===== src/rtl/fft_frame_sched_if.sv =====
// fft_frame_sched_if: capture gate, magnitude, traversal and status signals of the FFT frame scheduler.
interface fft_frame_sched_if;
  logic        s_run_en;
  logic        s_sample_valid;
  logic        m_fft_gate;
  logic        s_mag_valid;
  logic [15:0] s_mag_addr;
  logic        m_trav_start;
  logic        s_trav_done;
  logic [6:0]  s_config_step;
  logic        m_frame_done;
  logic [15:0] m_frame_cnt;
  logic [7:0]  m_err_cnt;
  logic [2:0]  m_state;
  modport master (
    input  s_run_en, s_sample_valid, s_mag_valid, s_mag_addr, s_trav_done, s_config_step,
    output m_fft_gate, m_trav_start, m_frame_done, m_frame_cnt, m_err_cnt, m_state
  );
  modport slave (
    output s_run_en, s_sample_valid, s_mag_valid, s_mag_addr, s_trav_done, s_config_step,
    input  m_fft_gate, m_trav_start, m_frame_done, m_frame_cnt, m_err_cnt, m_state
  );
endinterface


===== src/rtl/fft_frame_sched.sv =====
// fft_frame_sched: gates one FFT frame into the magnitude core, waits for its magnitudes,
// triggers one detector traversal and enforces a holdoff; frames with a mid-capture step change are dropped.
module fft_frame_sched #(
  parameter int FFT_LEN        = 16384,
  parameter int HOLDOFF_CYCLES = 50000,
  parameter int TIMEOUT_CYCLES = 1048576
) (
  input logic               sys_clk,
  input logic               sys_rstn,
  fft_frame_sched_if.master bus
);
  localparam int SW = $clog2(FFT_LEN);
  localparam int HW = HOLDOFF_CYCLES > 1 ? $clog2(HOLDOFF_CYCLES) : 1;
  localparam int TW = TIMEOUT_CYCLES > 1 ? $clog2(TIMEOUT_CYCLES) : 1;
  typedef enum logic [2:0] {IDLE = 3'd0, CAPTURE = 3'd1, WAIT_MAG = 3'd2, TRAV = 3'd3, HOLDOFF = 3'd4} state_t;
  state_t          state_q, state_d;
  logic [SW-1:0]   sample_cnt_q, sample_cnt_d;
  logic [HW-1:0]   hold_q, hold_d;
  logic [TW-1:0]   tmo_q, tmo_d;
  logic [6:0]      step_latch_q, step_latch_d;
  logic            stale_q, stale_d, trav_start_q, trav_start_d, frame_done_q, frame_done_d;
  logic [15:0]     frame_cnt_q, frame_cnt_d;
  logic [7:0]      err_cnt_q, err_cnt_d, err_inc;
  logic            accept, step_diff, mag_last, tmo_hit, hold_done;
  always_ff @(posedge sys_clk or negedge sys_rstn) begin
    if (!sys_rstn) begin
      state_q      <= IDLE;
      sample_cnt_q <= '0;
      hold_q       <= '0;
      tmo_q        <= '0;
      step_latch_q <= '0;
      stale_q      <= 1'b0;
      trav_start_q <= 1'b0;
      frame_done_q <= 1'b0;
      frame_cnt_q  <= '0;
      err_cnt_q    <= '0;
    end else begin
      state_q      <= state_d;
      sample_cnt_q <= sample_cnt_d;
      hold_q       <= hold_d;
      tmo_q        <= tmo_d;
      step_latch_q <= step_latch_d;
      stale_q      <= stale_d;
      trav_start_q <= trav_start_d;
      frame_done_q <= frame_done_d;
      frame_cnt_q  <= frame_cnt_d;
      err_cnt_q    <= err_cnt_d;
    end
  end
  always_comb begin
    accept       = bus.s_sample_valid && state_q == CAPTURE;
    step_diff    = bus.s_config_step != step_latch_q;
    mag_last     = bus.s_mag_valid && bus.s_mag_addr == 16'(FFT_LEN - 1);
    tmo_hit      = tmo_q == TW'(TIMEOUT_CYCLES - 1);
    hold_done    = HOLDOFF_CYCLES <= 1 || hold_q == HW'(HOLDOFF_CYCLES - 1);
    err_inc      = err_cnt_q + (err_cnt_q != 8'hff ? 8'd1 : 8'd0);
    state_d      = state_q;
    sample_cnt_d = sample_cnt_q;
    step_latch_d = step_latch_q;
    stale_d      = stale_q;
    frame_cnt_d  = frame_cnt_q;
    err_cnt_d    = err_cnt_q;
    trav_start_d = 1'b0;
    frame_done_d = 1'b0;
    case (state_q)
      IDLE:     state_d = bus.s_run_en ? CAPTURE : IDLE;
      CAPTURE: begin
        sample_cnt_d = accept ? sample_cnt_q + 1'b1 : sample_cnt_q;
        state_d      = accept && sample_cnt_q == SW'(FFT_LEN - 1) ? WAIT_MAG : CAPTURE;
      end
      WAIT_MAG: begin
        // a step change seen on the very cycle of the last magnitude still spoils the frame
        state_d      = mag_last ? (stale_q || step_diff ? HOLDOFF : TRAV) : (tmo_hit ? HOLDOFF : WAIT_MAG);
        trav_start_d = mag_last && !(stale_q || step_diff);
        err_cnt_d    = state_d == HOLDOFF ? err_inc : err_cnt_q;
      end
      TRAV: begin
        state_d      = bus.s_trav_done || tmo_hit ? HOLDOFF : TRAV;
        frame_done_d = bus.s_trav_done;
        frame_cnt_d  = bus.s_trav_done ? frame_cnt_q + 1'b1 : frame_cnt_q;
        err_cnt_d    = !bus.s_trav_done && tmo_hit ? err_inc : err_cnt_q;
      end
      HOLDOFF:  state_d = hold_done ? (bus.s_run_en ? CAPTURE : IDLE) : HOLDOFF;
      default:  state_d = IDLE;
    endcase
    stale_d = (state_q == CAPTURE || state_q == WAIT_MAG) && step_diff ? 1'b1 : stale_d;
    if (state_d == CAPTURE && state_q != CAPTURE) begin
      step_latch_d = bus.s_config_step;
      stale_d      = 1'b0;
      sample_cnt_d = '0;
    end
    tmo_d  = state_d != state_q ? '0 : tmo_q + 1'b1;
    hold_d = state_d != state_q ? '0 : hold_q + 1'b1;
  end
  always_comb begin
    bus.m_fft_gate   = state_q == CAPTURE;
    bus.m_state      = state_q;
    bus.m_trav_start = trav_start_q;
    bus.m_frame_done = frame_done_q;
    bus.m_frame_cnt  = frame_cnt_q;
    bus.m_err_cnt    = err_cnt_q;
  end
endmodule


===== src/flat_wrapper.sv =====
// flat-port wrapper written by rule: the top's interface ports become plain ports
module fft_frame_sched_flat 
#(
  parameter int FFT_LEN        = 16384,
  parameter int HOLDOFF_CYCLES = 50000,
  parameter int TIMEOUT_CYCLES = 1048576
)
  (sys_clk, sys_rstn, bus_s_run_en, bus_s_sample_valid, bus_s_mag_valid, bus_s_mag_addr, bus_s_trav_done, bus_s_config_step, bus_m_fft_gate, bus_m_trav_start, bus_m_frame_done, bus_m_frame_cnt, bus_m_err_cnt, bus_m_state);
  fft_frame_sched_if bus_i ();
  input logic sys_clk;
  input logic sys_rstn;
  input wire logic [$bits(bus_i.s_run_en)-1:0] bus_s_run_en;
  input wire logic [$bits(bus_i.s_sample_valid)-1:0] bus_s_sample_valid;
  input wire logic [$bits(bus_i.s_mag_valid)-1:0] bus_s_mag_valid;
  input wire logic [$bits(bus_i.s_mag_addr)-1:0] bus_s_mag_addr;
  input wire logic [$bits(bus_i.s_trav_done)-1:0] bus_s_trav_done;
  input wire logic [$bits(bus_i.s_config_step)-1:0] bus_s_config_step;
  output wire logic [$bits(bus_i.m_fft_gate)-1:0] bus_m_fft_gate;
  output wire logic [$bits(bus_i.m_trav_start)-1:0] bus_m_trav_start;
  output wire logic [$bits(bus_i.m_frame_done)-1:0] bus_m_frame_done;
  output wire logic [$bits(bus_i.m_frame_cnt)-1:0] bus_m_frame_cnt;
  output wire logic [$bits(bus_i.m_err_cnt)-1:0] bus_m_err_cnt;
  output wire logic [$bits(bus_i.m_state)-1:0] bus_m_state;
  assign bus_i.s_run_en = bus_s_run_en;
  assign bus_i.s_sample_valid = bus_s_sample_valid;
  assign bus_i.s_mag_valid = bus_s_mag_valid;
  assign bus_i.s_mag_addr = bus_s_mag_addr;
  assign bus_i.s_trav_done = bus_s_trav_done;
  assign bus_i.s_config_step = bus_s_config_step;
  assign bus_m_fft_gate = bus_i.m_fft_gate;
  assign bus_m_trav_start = bus_i.m_trav_start;
  assign bus_m_frame_done = bus_i.m_frame_done;
  assign bus_m_frame_cnt = bus_i.m_frame_cnt;
  assign bus_m_err_cnt = bus_i.m_err_cnt;
  assign bus_m_state = bus_i.m_state;
  fft_frame_sched #(.FFT_LEN(FFT_LEN), .HOLDOFF_CYCLES(HOLDOFF_CYCLES), .TIMEOUT_CYCLES(TIMEOUT_CYCLES)) u_core (.sys_clk(sys_clk), .sys_rstn(sys_rstn), .bus(bus_i));
endmodule

===== config.mk =====
export PLATFORM = sky130hd
export DESIGN_NAME = fft_frame_sched_flat
export DESIGN_NICKNAME = d
export VERILOG_FILES = /design/src/rtl/fft_frame_sched_if.sv /design/src/rtl/fft_frame_sched.sv /design/src/flat_wrapper.sv
export SDC_FILE = /design/constraint.sdc
export NUM_CORES = 1
export LEC_CHECK = 0
export CORE_MARGIN = 10
export CORE_UTILIZATION = 40
export DETAILED_ROUTE_END_ITERATION = 10
export GPL_TIMING_DRIVEN = 0
export SLEW_MARGIN = 20
export SYNTH_ARGS = -nofsm -noshare
export SYNTH_HDL_FRONTEND = slang
export SYNTH_SLANG_ARGS = --single-unit

===== constraint.sdc =====
create_clock -name sys_clk -period 5.9 [get_ports sys_clk]
set_input_delay 0.59 -clock sys_clk [delete_from_list [all_inputs] [get_ports sys_clk]]
set_output_delay 0.59 -clock sys_clk [all_outputs]
set_load 0.005 [all_outputs]

==> run summary <==
======================================================================================================
Run status                                                                                finished, final reports clean
Post-synth top flop                                                                            dfrtp_1
Max Slew Vio Count                                                                                   0
Sequential element share of the synthesized area                                                 50.7%
Core Region                                                                                  10400 um2
Vias per inst                                                                                     5.01
Delay of the slowest critical-path stage                                                       0.58 ns
Layout Area Growth over Synthesis                                                                22.3%
Cells taking the most area after synthesis                                                dfrtp_1 (51%), xor2_1 (9.0%), xnor2_1 (5.7%)
Number of global-route vias before repair                                                         3266
Number of search-and-repair iterations in the first detailed-routing pass                            4
Clock period minus final worst setup slack                                                     2.51 ns
Total internal power                                                                          0.974 mW
IO Pins                                                                                             59
Slowest cell on the critical path                                                         clkdlybuf4s50_1
Cts bufs inserted                                                                                    9
Register bit total from synthesis                                                                   87
Sink count of the clock tree                                                                        87
Final hold violations                                                                                0
Post-cts hold buffer count                                                                           0
Slew Limit Headroom                                                                              62.3%
Sum Neg Setup Slack                                                                               0 ns
Instance count on the critical path                                                                  3
Leftover overflow at the end of global routing                                                       0
Count of warnings emitted by yosys                                                                   0
Crit Path Category                                                                        flip-flop to output port
Combinational power share                                                                        16.0%
Vertical die dimension                                                                          124 um
Slew at the pin closest to its max-slew limit                                                 0.565 ns
Total number of vias                                                                              3105
Flop-to-flop setup slack                                                                       3.60 ns
Highest clock rate                                                                             399 MHz
Share of total power consumed by net switching                                                   27.3%
Total power divided by cell area                                                            255 nW/um2
Proportion of register bits with asynchronous set or reset after synthesis                        100%
Number of antenna-violating nets in the routed design                                                0
Type of element capturing the critical path                                                output port
Pin count of the biggest net entering global routing                                                47
Class of the worst hold path                                                              input pin to async pin
Fin Clk Skew                                                                                0.00846 ns
Root buffer cell                                                                              clkbuf_8
Ordered cell list for the critical path                                                   buf_2 -> nor3b_1 -> clkdlybuf4s50_1
Max-cap violation count                                                                              0
Post-CTS setup buffers                                                                               0
Post-Synthesis Cell Area                                                                      4290 um2
Multi-input logic area                                                                        2010 um2
Share of Yosys cell area claimed by the top area cell type                                       50.7%
Initial core utilization                                                                         41.4%
Cell with the most instances after synthesis                                                   dfrtp_1
Wire length the detailed router placed on met1                                                 3970 um
Seq. cell area                                                                                2180 um2
Number of gates resized after CTS                                                                    0
Wire per inst                                                                                  14.4 um
All-layer global routing usage                                                                   12.8%
Core Rows                                                                                           37
Clock network power share                                                                        30.0%
Detailed router's first-iteration violation count                                                  171
NumNets Final                                                                                      514
Reported leakage power                                                                         2.33 nW
# DRC                                                                                                0
Setup repair after global routing missed its margin                                                 no
Mean area per synthesized cell                                                                10.5 um2
Placement-stage worst setup slack                                                              3.07 ns
Synthesized instance count                                                                         409
Total power                                                                                    1.34 mW
Count of filler cells inserted in the layout                                                       990
Worst Path Buf+Inv                                                                                   2
Number of buffers inserted by port buffering                                                        58
Largest fanout on the critical path                                                                 10
Clock transition at the register clock pins on the worst setup and hold paths after CTS        0.08 ns
Minimum setup slack in the final design                                                        3.39 ns
Highest ir drop seen on vdd                                                                   0.185 mV
Detailed-routed wire length on met3                                                             451 um
Detail Route met2 WL                                                                           4420 um
Die area                                                                                     15300 um2
Layout cell share with drive strength beyond 1                                                   8.47%
Maximum buffer depth of the clock tree                                                               2
Diodes inserted                                                                                      0
Most numerous cell types in the synthesized netlist                                       dfrtp_1 (87), nor2_1 (65), xor2_1 (44)
Total net switching power                                                                     0.365 mW
Crit path launch type                                                                        flip-flop
Die outline width                                                                               124 um
Number of synthesized flops with an enable pin                                                       0
# H-tree levels                                                                                      3
Count of endpoints failing setup in the final report                                                 0
Distinct cell type count of the synthesized netlist                                                 46
Cell taking the most area after synthesis                                                      dfrtp_1
Critical path required time                                                                    5.31 ns
Number of antenna violations at the first check in global routing                                    0
Wire length after detailed routing                                                             8940 um
Crit path max-delay family                                                                buffers and inverters
First-pass GRT wire length                                                                    15600 um
Arrival time at the worst endpoint                                                             1.92 ns
Proportion of power drawn by flip-flops and latches                                              54.0%
Tcrit/Tclk final                                                                                 42.5%
Detailed-placement wirelength estimate                                                         6630 um
Highest Signal Layer                                                                              met4
Clock insertion delay at the later pin of the skew report                                      0.37 ns
Synth Net Count                                                                                    444
CTS tree                                                                                          done
Logic depth of the worst register-to-register path                                                   7
Final Wtd Congestion                                                                             0.785
======================================================================================================
-- logic make-up (layout without fill, tap and decap cells) --
| family | Yosys count | in the layout | synth area share [%] |
|---|---|---|---|
| xor gates and xnor gates | 72 | 72 | 14.7 |
| AOI/OAI and AO/OA | 22 | 22 | 3.70 |
| DFF | 87 | 87 | 50.7 |
| muxes | 12 | 12 | 3.38 |
| buffers and inverters | 15 | 90 | 2.33 |
| and+or+nand+nor | 195 | 195 | 23.4 |
| adders and majority gates | 6 | 6 | 1.75 |
-- cell usage in the layout (no fill, tap or decap), types with 10 or more instances in the layout --
| cell type | count |
|---|---|
| and3_1 | 15 |
| nor2_1 | 65 |
| dfrtp_1 | 87 |
| nand3_1 | 18 |
| nand2_1 | 31 |
| clkdlybuf4s50_1 | 57 |
| xnor2_1 | 28 |
| xor2_1 | 44 |
| nand4_1 | 22 |
| nor3_1 | 10 |
| mux2_2 | 10 |
-- path summary, 6_finish.rpt --
check,end,start
max in group asynchronous,u_core.hold_q[8]$_DFF_PN0_,sys_rstn
worst max register to register,u_core.step_latch_q[6]$_DFFE_PN0P_,u_core.hold_q[0]$_DFF_PN0_
worst max-delay path,bus_m_fft_gate,u_core.bus.m_state[0]$_DFF_PN0_
worst min-delay path,u_core.sample_cnt_q[5]$_DFFE_PN0P_,sys_rstn
min in group sys_clk,u_core.hold_q[0]$_DFF_PN0_,u_core.hold_q[0]$_DFF_PN0_
worst min register to register,u_core.hold_q[0]$_DFF_PN0_,u_core.hold_q[0]$_DFF_PN0_
-- area by class of cell --
class                   instances  share of cell area, %
clock inverters                 3                  0.834
plain buffers                  10                   1.55
flip-flops and latches         87                   41.5
well taps                     136                   3.24
repair buffers                 59                   11.5
multi-input cells             307                   38.4
clock buffers                  13                   2.65
inverters                       5                  0.357
-- stage by stage --
| stage | hold slack, ns | instances | cell area, um2 | utilization (%) |
|---|---|---|---|---|
| final | 0.205 | 620 | 5250 | 50.6 |
| after global routing | 0.226 | 620 | 5250 | 50.6 |
| after CTS | 0.202 | 620 | 5250 | 50.6 |
| after detailed placement | 0.452 | 604 | 5070 | 48.9 |
| after global placement | 0.442 | 603 | 5040 | 48.6 |
| after floorplan | 0.294 | 409 | 4290 | - |
-- sequential cells by signal (all words and copies together) (netlist names) --
name and count:
u_core.bus.m_state 3, u_core.bus.m_frame_done 1, u_core.step_latch_q 7, u_core.bus.m_trav_start 1, u_core.sample_cnt_q 14, u_core.bus.m_frame_cnt 16, u_core.hold_q 16, u_core.stale_q 1
u_core.tmo_q 20, u_core.bus.m_err_cnt 8
-- routing by layer --
metal	global-route usage [%]	vias up
li1	-	1539
met5	0	-
met2	21.7	35
met3	4.57	8
met4	3.49	0
met1	15.1	1523
-- power groups by stage --
stage	clock (mW)	sequential, mW	combinational (mW)
floorplan	0	0.722	0.154
global placement	0	0.731	0.209
detailed placement	0	0.734	0.218
CTS	0.423	0.723	0.219
global route	0.448	0.734	0.253
finish	0.402	0.723	0.214
No activity file was read; power rests on OpenSTA's default activity.
